[src/rtl/fifo_hs_8b_8d_pkg.sv]
// Shared constants and types for the 8-bit x 8-entry handshaked FIFO.
package fifo_pkg;

    // Default geometry of the buffer.
    localparam int FIFO_WIDTH = 8;
    localparam int FIFO_DEPTH = 8;

    // Pointer width addresses DEPTH entries; the counter needs one more bit
    // so that it can hold DEPTH itself (the full condition).
    localparam int PTR_W = $clog2(FIFO_DEPTH);
    localparam int CNT_W = PTR_W + 1;

    typedef logic [FIFO_WIDTH-1:0] data_t;
    typedef logic [PTR_W-1:0]      ptr_t;
    typedef logic [CNT_W-1:0]      cnt_t;

endpackage : fifo_pkg

[src/rtl/fifo_hs_8b_8d_if.sv]
// Producer/consumer handshake bundle of the FIFO.
// The FIFO itself uses the slave modport; the environment uses master.
interface fifo_hs_8b_8d_if #(
    parameter int WIDTH = fifo_pkg::FIFO_WIDTH,
    parameter int DEPTH = fifo_pkg::FIFO_DEPTH
);

    // Write side
    logic [WIDTH-1:0]         din;
    logic                     in_valid;
    logic                     in_ready;

    // Read side (first-word-fall-through)
    logic [WIDTH-1:0]         dout;
    logic                     out_valid;
    logic                     out_ready;

    // Status
    logic [$clog2(DEPTH):0]   count;
    logic                     ovf;
    logic                     udf;

    modport slave (
        input  din, in_valid, out_ready,
        output in_ready, dout, out_valid, count, ovf, udf
    );

    modport master (
        output din, in_valid, out_ready,
        input  in_ready, dout, out_valid, count, ovf, udf
    );

endinterface : fifo_hs_8b_8d_if

[src/rtl/fifo_hs_8b_8d_ptr.sv]
// Wrap-around pointer register: advances by one when enabled, wraps
// naturally at 2**W, and clears on synchronous active-high reset.
module fifo_ptr
    import fifo_pkg::*;
#(
    parameter int W = PTR_W
) (
    input  logic         clk,
    input  logic         rst,
    input  logic         en_i,
    output logic [W-1:0] ptr_o
);

    logic [W-1:0] ptr_q;
    logic [W-1:0] ptr_d;

    // Next pointer value: increment modulo 2**W when enabled.
    always_comb begin
        ptr_d = en_i ? ptr_q + W'(1) : ptr_q;
    end

    // Pointer state with synchronous reset.
    always_ff @(posedge clk) begin
        // NOTE: non-blocking (<=) in clocked blocks so every register samples
        // the pre-edge values; blocking here would create ordering races.
        if (rst) begin
            ptr_q <= '0;
        end else begin
            ptr_q <= ptr_d;
        end
    end

    assign ptr_o = ptr_q;

endmodule : fifo_ptr

[src/rtl/fifo_hs_8b_8d.sv]
// Handshaked FIFO, 8 bits x 8 entries, circular register array.
// Full/empty are decoded from a registered occupancy counter; dout is the
// head entry read combinationally from the array (first-word-fall-through).
module fifo_hs_8b_8d
    import fifo_pkg::*;
#(
    parameter int WIDTH = FIFO_WIDTH,
    parameter int DEPTH = FIFO_DEPTH
) (
    input  logic             clk,
    input  logic             rst,
    fifo_hs_8b_8d_if.slave   hs
);

    localparam int AW = $clog2(DEPTH);
    localparam int CW = AW + 1;
    localparam logic [CW-1:0] FULL_CNT = CW'(DEPTH);

    // Storage and pointers
    logic [WIDTH-1:0] mem_q [DEPTH];
    logic [AW-1:0]    rd_ptr;
    logic [AW-1:0]    wr_ptr;

    // Occupancy and error pulses
    logic [CW-1:0]    count_q;
    logic [CW-1:0]    count_d;
    logic             ovf_q;
    logic             ovf_d;
    logic             udf_q;
    logic             udf_d;

    // Handshake decode
    logic             full;
    logic             empty;
    logic             push;
    logic             pop;

    assign full  = (count_q == FULL_CNT);
    assign empty = (count_q == '0);

    // A write is only accepted when not full and a read only when not
    // empty, so at the boundaries a simultaneous request degrades to a
    // single operation and the rejected side raises ovf/udf.
    assign push  = hs.in_valid  && !full;
    assign pop   = hs.out_ready && !empty;

    // Next occupancy and error-pulse values.
    always_comb begin
        // NOTE: every always_comb output gets a default first so no path
        // leaves it unassigned, which would otherwise infer a latch.
        count_d = count_q;
        ovf_d   = 1'b0;
        udf_d   = 1'b0;

        unique case ({push, pop})
            2'b10:   count_d = count_q + CW'(1);
            2'b01:   count_d = count_q - CW'(1);
            default: count_d = count_q;
        endcase

        ovf_d = hs.in_valid  && full;
        udf_d = hs.out_ready && empty;
    end

    // Read and write pointers.
    fifo_ptr #(.W(AW)) u_wr_ptr (
        .clk   (clk),
        .rst   (rst),
        .en_i  (push),
        .ptr_o (wr_ptr)
    );

    fifo_ptr #(.W(AW)) u_rd_ptr (
        .clk   (clk),
        .rst   (rst),
        .en_i  (pop),
        .ptr_o (rd_ptr)
    );

    // Data array write; a push coinciding with reset is discarded.
    always_ff @(posedge clk) begin
        // NOTE: the array is deliberately not reset. Entries are only ever
        // read after being written, and leaving the reset out keeps it a
        // plain register file / RAM.
        if (push && !rst) begin
            mem_q[wr_ptr] <= hs.din;
        end
    end

    // Occupancy counter and registered error pulses.
    always_ff @(posedge clk) begin
        if (rst) begin
            count_q <= '0;
            ovf_q   <= 1'b0;
            udf_q   <= 1'b0;
        end else begin
            count_q <= count_d;
            ovf_q   <= ovf_d;
            udf_q   <= udf_d;
        end
    end

    // Outputs
    assign hs.in_ready  = !full;
    assign hs.out_valid = !empty;
    assign hs.dout      = mem_q[rd_ptr];
    assign hs.count     = count_q;
    assign hs.ovf       = ovf_q;
    assign hs.udf       = udf_q;

    // Occupancy can never exceed the depth.
    a_count_range: assert property (
        @(posedge clk) disable iff (rst) count_q <= FULL_CNT
    );

    // A rejected write always raises ovf on the following cycle.
    a_ovf_pulse: assert property (
        @(posedge clk) disable iff (rst) (hs.in_valid && full) |=> ovf_q
    );

    // A rejected read always raises udf on the following cycle.
    a_udf_pulse: assert property (
        @(posedge clk) disable iff (rst) (hs.out_ready && empty) |=> udf_q
    );

endmodule : fifo_hs_8b_8d

[src/flat_wrapper.sv]
// flat-port wrapper written by rule: the top's interface ports become plain ports
module fifo_hs_8b_8d_flat import fifo_pkg::*;
#(
    parameter int WIDTH = FIFO_WIDTH,
    parameter int DEPTH = FIFO_DEPTH
)
  (clk, rst, hs_din, hs_in_valid, hs_out_ready, hs_in_ready, hs_dout, hs_out_valid, hs_count, hs_ovf, hs_udf);
  fifo_hs_8b_8d_if #(.WIDTH(WIDTH), .DEPTH(DEPTH)) hs_i ();
  input  logic clk;
  input  logic rst;
  input wire logic [$bits(hs_i.din)-1:0] hs_din;
  input wire logic [$bits(hs_i.in_valid)-1:0] hs_in_valid;
  input wire logic [$bits(hs_i.out_ready)-1:0] hs_out_ready;
  output wire logic [$bits(hs_i.in_ready)-1:0] hs_in_ready;
  output wire logic [$bits(hs_i.dout)-1:0] hs_dout;
  output wire logic [$bits(hs_i.out_valid)-1:0] hs_out_valid;
  output wire logic [$bits(hs_i.count)-1:0] hs_count;
  output wire logic [$bits(hs_i.ovf)-1:0] hs_ovf;
  output wire logic [$bits(hs_i.udf)-1:0] hs_udf;
  assign hs_i.din = hs_din;
  assign hs_i.in_valid = hs_in_valid;
  assign hs_i.out_ready = hs_out_ready;
  assign hs_in_ready = hs_i.in_ready;
  assign hs_dout = hs_i.dout;
  assign hs_out_valid = hs_i.out_valid;
  assign hs_count = hs_i.count;
  assign hs_ovf = hs_i.ovf;
  assign hs_udf = hs_i.udf;
  fifo_hs_8b_8d #(.WIDTH(WIDTH), .DEPTH(DEPTH)) u_core (.clk(clk), .rst(rst), .hs(hs_i));
endmodule
[config.mk]
export PLATFORM = sky130hd
export DESIGN_NAME = fifo_hs_8b_8d_flat
export DESIGN_NICKNAME = d
export VERILOG_FILES = /design/src/rtl/fifo_hs_8b_8d_pkg.sv /design/src/rtl/fifo_hs_8b_8d_if.sv /design/src/rtl/fifo_hs_8b_8d_ptr.sv /design/src/rtl/fifo_hs_8b_8d.sv /design/src/flat_wrapper.sv
export SDC_FILE = /design/constraint.sdc
export NUM_CORES = 1
export LEC_CHECK = 0
export CAP_MARGIN = 20
export CORE_ASPECT_RATIO = 0.7
export CORE_UTILIZATION = 53
export DETAILED_ROUTE_END_ITERATION = 8
export PLACE_DENSITY = 0.74
export SLEW_MARGIN = 25
export SYNTH_ARGS = -nofsm -noshare
export SYNTH_HDL_FRONTEND = slang
export SYNTH_SLANG_ARGS = --single-unit
[constraint.sdc]
create_clock -name clk -period 3 [get_ports clk]
set_clock_uncertainty 0.05 [all_clocks]
set_input_delay 0.3 -clock clk [delete_from_list [all_inputs] [get_ports clk]]
set_output_delay 0.3 -clock clk [all_outputs]
set_load 0.005 [all_outputs]
==> metrics.log <==
INFO  metric worst-path-max-fanout = 9
INFO  metric vdd_drop_max = around 0.00047 V
INFO  metric route.vias.total = 1675
INFO  metric hold_slack = around 0.44 ns
INFO  metric grt_pass1_wl = between 9000 and 10000 um
INFO  metric drc = 0
INFO  metric synth_edf_count = 64
INFO  metric io_buffer_count = 27
INFO  metric post-place-cells = approximately 280
INFO  metric cts-hold-fix-buffers = 0
INFO  metric topRoutingLayerUsed = met4
INFO  metric gr-total-overflow = 0
INFO  metric grt.total_usage = 21.0%
INFO  metric die_width = between 90 and 100 um
INFO  metric finalCritPeriodShare = 92.2%
INFO  metric ys_top_cells_by_area = sky130_fd_sc_hd__edfxtp_1 60%, sky130_fd_sc_hd__mux4_2 11%, sky130_fd_sc_hd__dfxtp_1 9.3%
INFO  metric multiInputGateArea = ~940 um2
INFO  metric finalSetupTns = 0 ns
INFO  metric routed-wl-met2 = ~2900 um
INFO  metric fp-row-count = 23
INFO  metric final-hold-violation-count = 0
INFO  metric area.sequential = around 0.0022 mm2
INFO  metric drv.max_cap_violation_count = 0
INFO  metric synthDominantCellAreaShare = 59.6%
INFO  metric worst_slew_margin_rel = between 60% and 70%
INFO  metric clock_tree.htree_level_count = 3
INFO  metric placement.cell_area = between 0.003 and 0.004 mm2
INFO  metric clock_path_buffers = 2
INFO  metric diodes = 0
INFO  metric cts_num_sinks = roughly 80
INFO  metric pwrdens = roughly 820 mW/mm2
INFO  metric layout.cell_area.non_filler = around 0.0039 mm2
INFO  metric top_level_ports = 28
INFO  metric dp_hpwl = 3850 um
INFO  metric maxSlewViolCount = 0
INFO  metric grt_antenna_before_repair = 0
INFO  metric core = 0.00578 mm2
INFO  metric routed-wl-met3 = between 200 and 300 um
INFO  metric yosysWarningCount = 0
INFO  metric hold_path_class = flop to flop
INFO  metric cp.arrival = just under 3 ns
INFO  metric iteration_count_of_the_initial_detailed_routing_pass = 4
INFO  metric total_wirelength = 5770 um
INFO  metric crit_path_start_kind = flop
INFO  metric fill_cells = 380
INFO  metric number_of_different_library_cells_in_the_post_synthesis_netlist = 38
INFO  metric die_y = just under 70 um
INFO  metric post_synth_instance_area = ~0.0032 mm2
INFO  metric place.gp.congestion = ~0.86
INFO  metric wl_met1 = between 2000 and 3000 um
INFO  metric async_flop_share = 0%
INFO  metric synth.largest_area_cell = sky130_fd_sc_hd__edfxtp_1
INFO  metric final-setup-viol-count = 0
INFO  metric main_flop_type_after_synthesis = sky130_fd_sc_hd__edfxtp_1
INFO  metric fraction_of_final_layout_cells_sized_beyond_drive_strength_1 = between 20% and 30%
INFO  metric avgViaCountPerCell = 5.58
INFO  metric max_fclk = roughly 360 MHz
INFO  metric drtIter0Drc = approximately 110
INFO  metric detail_route.wl_per_cell = 19.2 um
INFO  metric syn2layout_area_growth = 20.1%
INFO  metric cts.reportedPaths.clkPinSlew = 0.08 ns
INFO  metric critPathKind = flop to flop
INFO  metric worst-endpoint-required = between 3 and 4 ns
INFO  metric grt_start_max_net_pins = 20
INFO  metric post_synthesis_cell_count = 179
INFO  metric die_outline_area = between 0.006 and 0.007 mm2
INFO  metric clock_insertion_delay_worst_skew = roughly 0.34 ns
INFO  metric design.final.nets = around 240
INFO  metric syn-num-nets = between 150 and 200
INFO  metric post_cts_resized = 0
INFO  metric setup_repair_after_global_routing_missed_its_margin = false
INFO  metric grt_pass1_vias = 1698
INFO  metric timing_worst_slew_pin_value = 0.460 ns
INFO  metric synth.avg_cell_area = 18.0 um2
INFO  metric finalNonFillerCells = 300
INFO  metric clock_tree.root_cell = sky130_fd_sc_hd__clkbuf_8
INFO  metric tritoncts.num_buffers = 9
INFO  metric p_leak = roughly 1.3 nW
INFO  metric tritoncts = done
INFO  metric endpoint_kind = flop
INFO  metric initial_utilization = roughly 56%
INFO  metric synth_seq_cells = a little under 80
INFO  metric cts_post_setup_buffers_inserted = 0
INFO  metric final_antenna_net_count = 0
INFO  metric run_status = completed
INFO  metric register_area_share_after_synthesis = 68.9%
INFO  metric period_minus_slack = 2.77 ns
==> where the power goes <==
| group | leakage (nW) | switching [mW] | internal, mW |
|---|---|---|---|
| Sequential | 0.701 | 0.0787 | 1.27 |
| Clock | 0.125 | 0.377 | 0.547 |
| Combinational | 0.487 | 0.387 | 0.500 |
| Total | 1.31 | 0.843 | 2.32 |
==> path summary, 6_finish.rpt <==
path	cells past startpoint	startpoint	slack, ns	to
min	2	u_core.u_rd_ptr.ptr_o[1]$_SDFFE_PP0N_	0.44	u_core.u_rd_ptr.ptr_o[1]$_SDFFE_PP0N_
max	8	u_core.hs.count[0]$_SDFFE_PP0P_	0.23	u_core.hs.count[2]$_SDFFE_PP0P_
max reg2reg	8	u_core.hs.count[0]$_SDFFE_PP0P_	0.23	u_core.hs.count[2]$_SDFFE_PP0P_
min reg2reg	2	u_core.u_rd_ptr.ptr_o[1]$_SDFFE_PP0N_	0.44	u_core.u_rd_ptr.ptr_o[1]$_SDFFE_PP0N_
==> logic make-up (layout without fill, tap and decap cells) <==
family	count (synthesis)	in the layout	share of synthesized area [%]
fa+ha+maj	4	4	1.55
compound gates	8	8	2.64
xor+xnor	5	5	1.59
flops	79	79	68.9
simple gates	45	45	8.14
mux	27	27	15.0
buf+inv	11	57	2.25
==> per-stage QoR <==
step           setup slack (ns)  utilization [%]  total power, mW
2_1_floorplan             0.472                -             1.94
3_3_place_gp              0.405             62.7             2.22
3_5_place_dp              0.292             62.7             2.27
4_1_cts                   0.246             67.0             3.19
5_1_grt                   0.125             67.0             3.30
6_report                  0.234             67.0             3.16
==> Yosys cell counts, drive strengths merged (2+ instances only) <==
cell	instances
nand3	4
nand2	7
nor3b	3
a21oi	2
mux4	16
nor2	14
xor2	5
nor2b	4
and3b	2
edfxtp	64
clkbuf	3
buf	7
nor3	6
ha	4
dfxtp	15
mux2	10
==> critical path, cell delays in order (launching register included) <==
cell                      delay, ns
sky130_fd_sc_hd__dfxtp_1       0.42
sky130_fd_sc_hd__or4b_1        0.71
sky130_fd_sc_hd__nand2_8       0.19
sky130_fd_sc_hd__ha_1          0.28
sky130_fd_sc_hd__xor2_1        0.10
sky130_fd_sc_hd__ha_1          0.21
sky130_fd_sc_hd__o21a_1        0.19
sky130_fd_sc_hd__nor3_1        0.15
sky130_fd_sc_hd__mux2_2        0.35
==> cell type report <==
class	count	area share, %
multi-input combinational	89	24.2
clock buffer	11	4.20
sequential	79	57.3
timing repair buffer	40	9.49
tap	75	2.42
inverter	1	0.0969
clock inverter	5	2.23
==> layout by cell type, fill, tap and decap left out, types with 2 or more instances in the layout <==
| cell type | count |
|---|---|
| sky130_fd_sc_hd__and3b_1 | 2 |
| sky130_fd_sc_hd__buf_4 | 13 |
| sky130_fd_sc_hd__bufinv_16 | 2 |
| sky130_fd_sc_hd__clkbuf_8 | 10 |
| sky130_fd_sc_hd__clkdlybuf4s50_1 | 27 |
| sky130_fd_sc_hd__clkinv_4 | 2 |
| sky130_fd_sc_hd__dfxtp_1 | 15 |
| sky130_fd_sc_hd__edfxtp_1 | 64 |
| sky130_fd_sc_hd__ha_1 | 4 |
| sky130_fd_sc_hd__mux2_2 | 9 |
| sky130_fd_sc_hd__mux4_2 | 16 |
| sky130_fd_sc_hd__nand2_1 | 5 |
| sky130_fd_sc_hd__nand3_1 | 3 |
| sky130_fd_sc_hd__nor2_1 | 14 |
| sky130_fd_sc_hd__nor2b_1 | 4 |
| sky130_fd_sc_hd__nor3_1 | 6 |
| sky130_fd_sc_hd__nor3b_1 | 3 |
| sky130_fd_sc_hd__xor2_1 | 4 |
==> metal layers <==
metal  vias up  GRT usage [%]
li1        788              -
met1       836           26.2
met2        43           34.2
met3         8           7.32
met4         0           8.33
met5         -              0
==> state kept, by name (all words and copies together), names as in the netlist, named ones only <==
register and flops:
u_core.mem_q 64, u_core.hs.count 4, u_core.u_rd_ptr.ptr_o 3, u_core.u_wr_ptr.ptr_o 3, u_core.hs.ovf 1, u_core.hs.udf 1
Note: power is estimated with default switching activity, not from simulation.
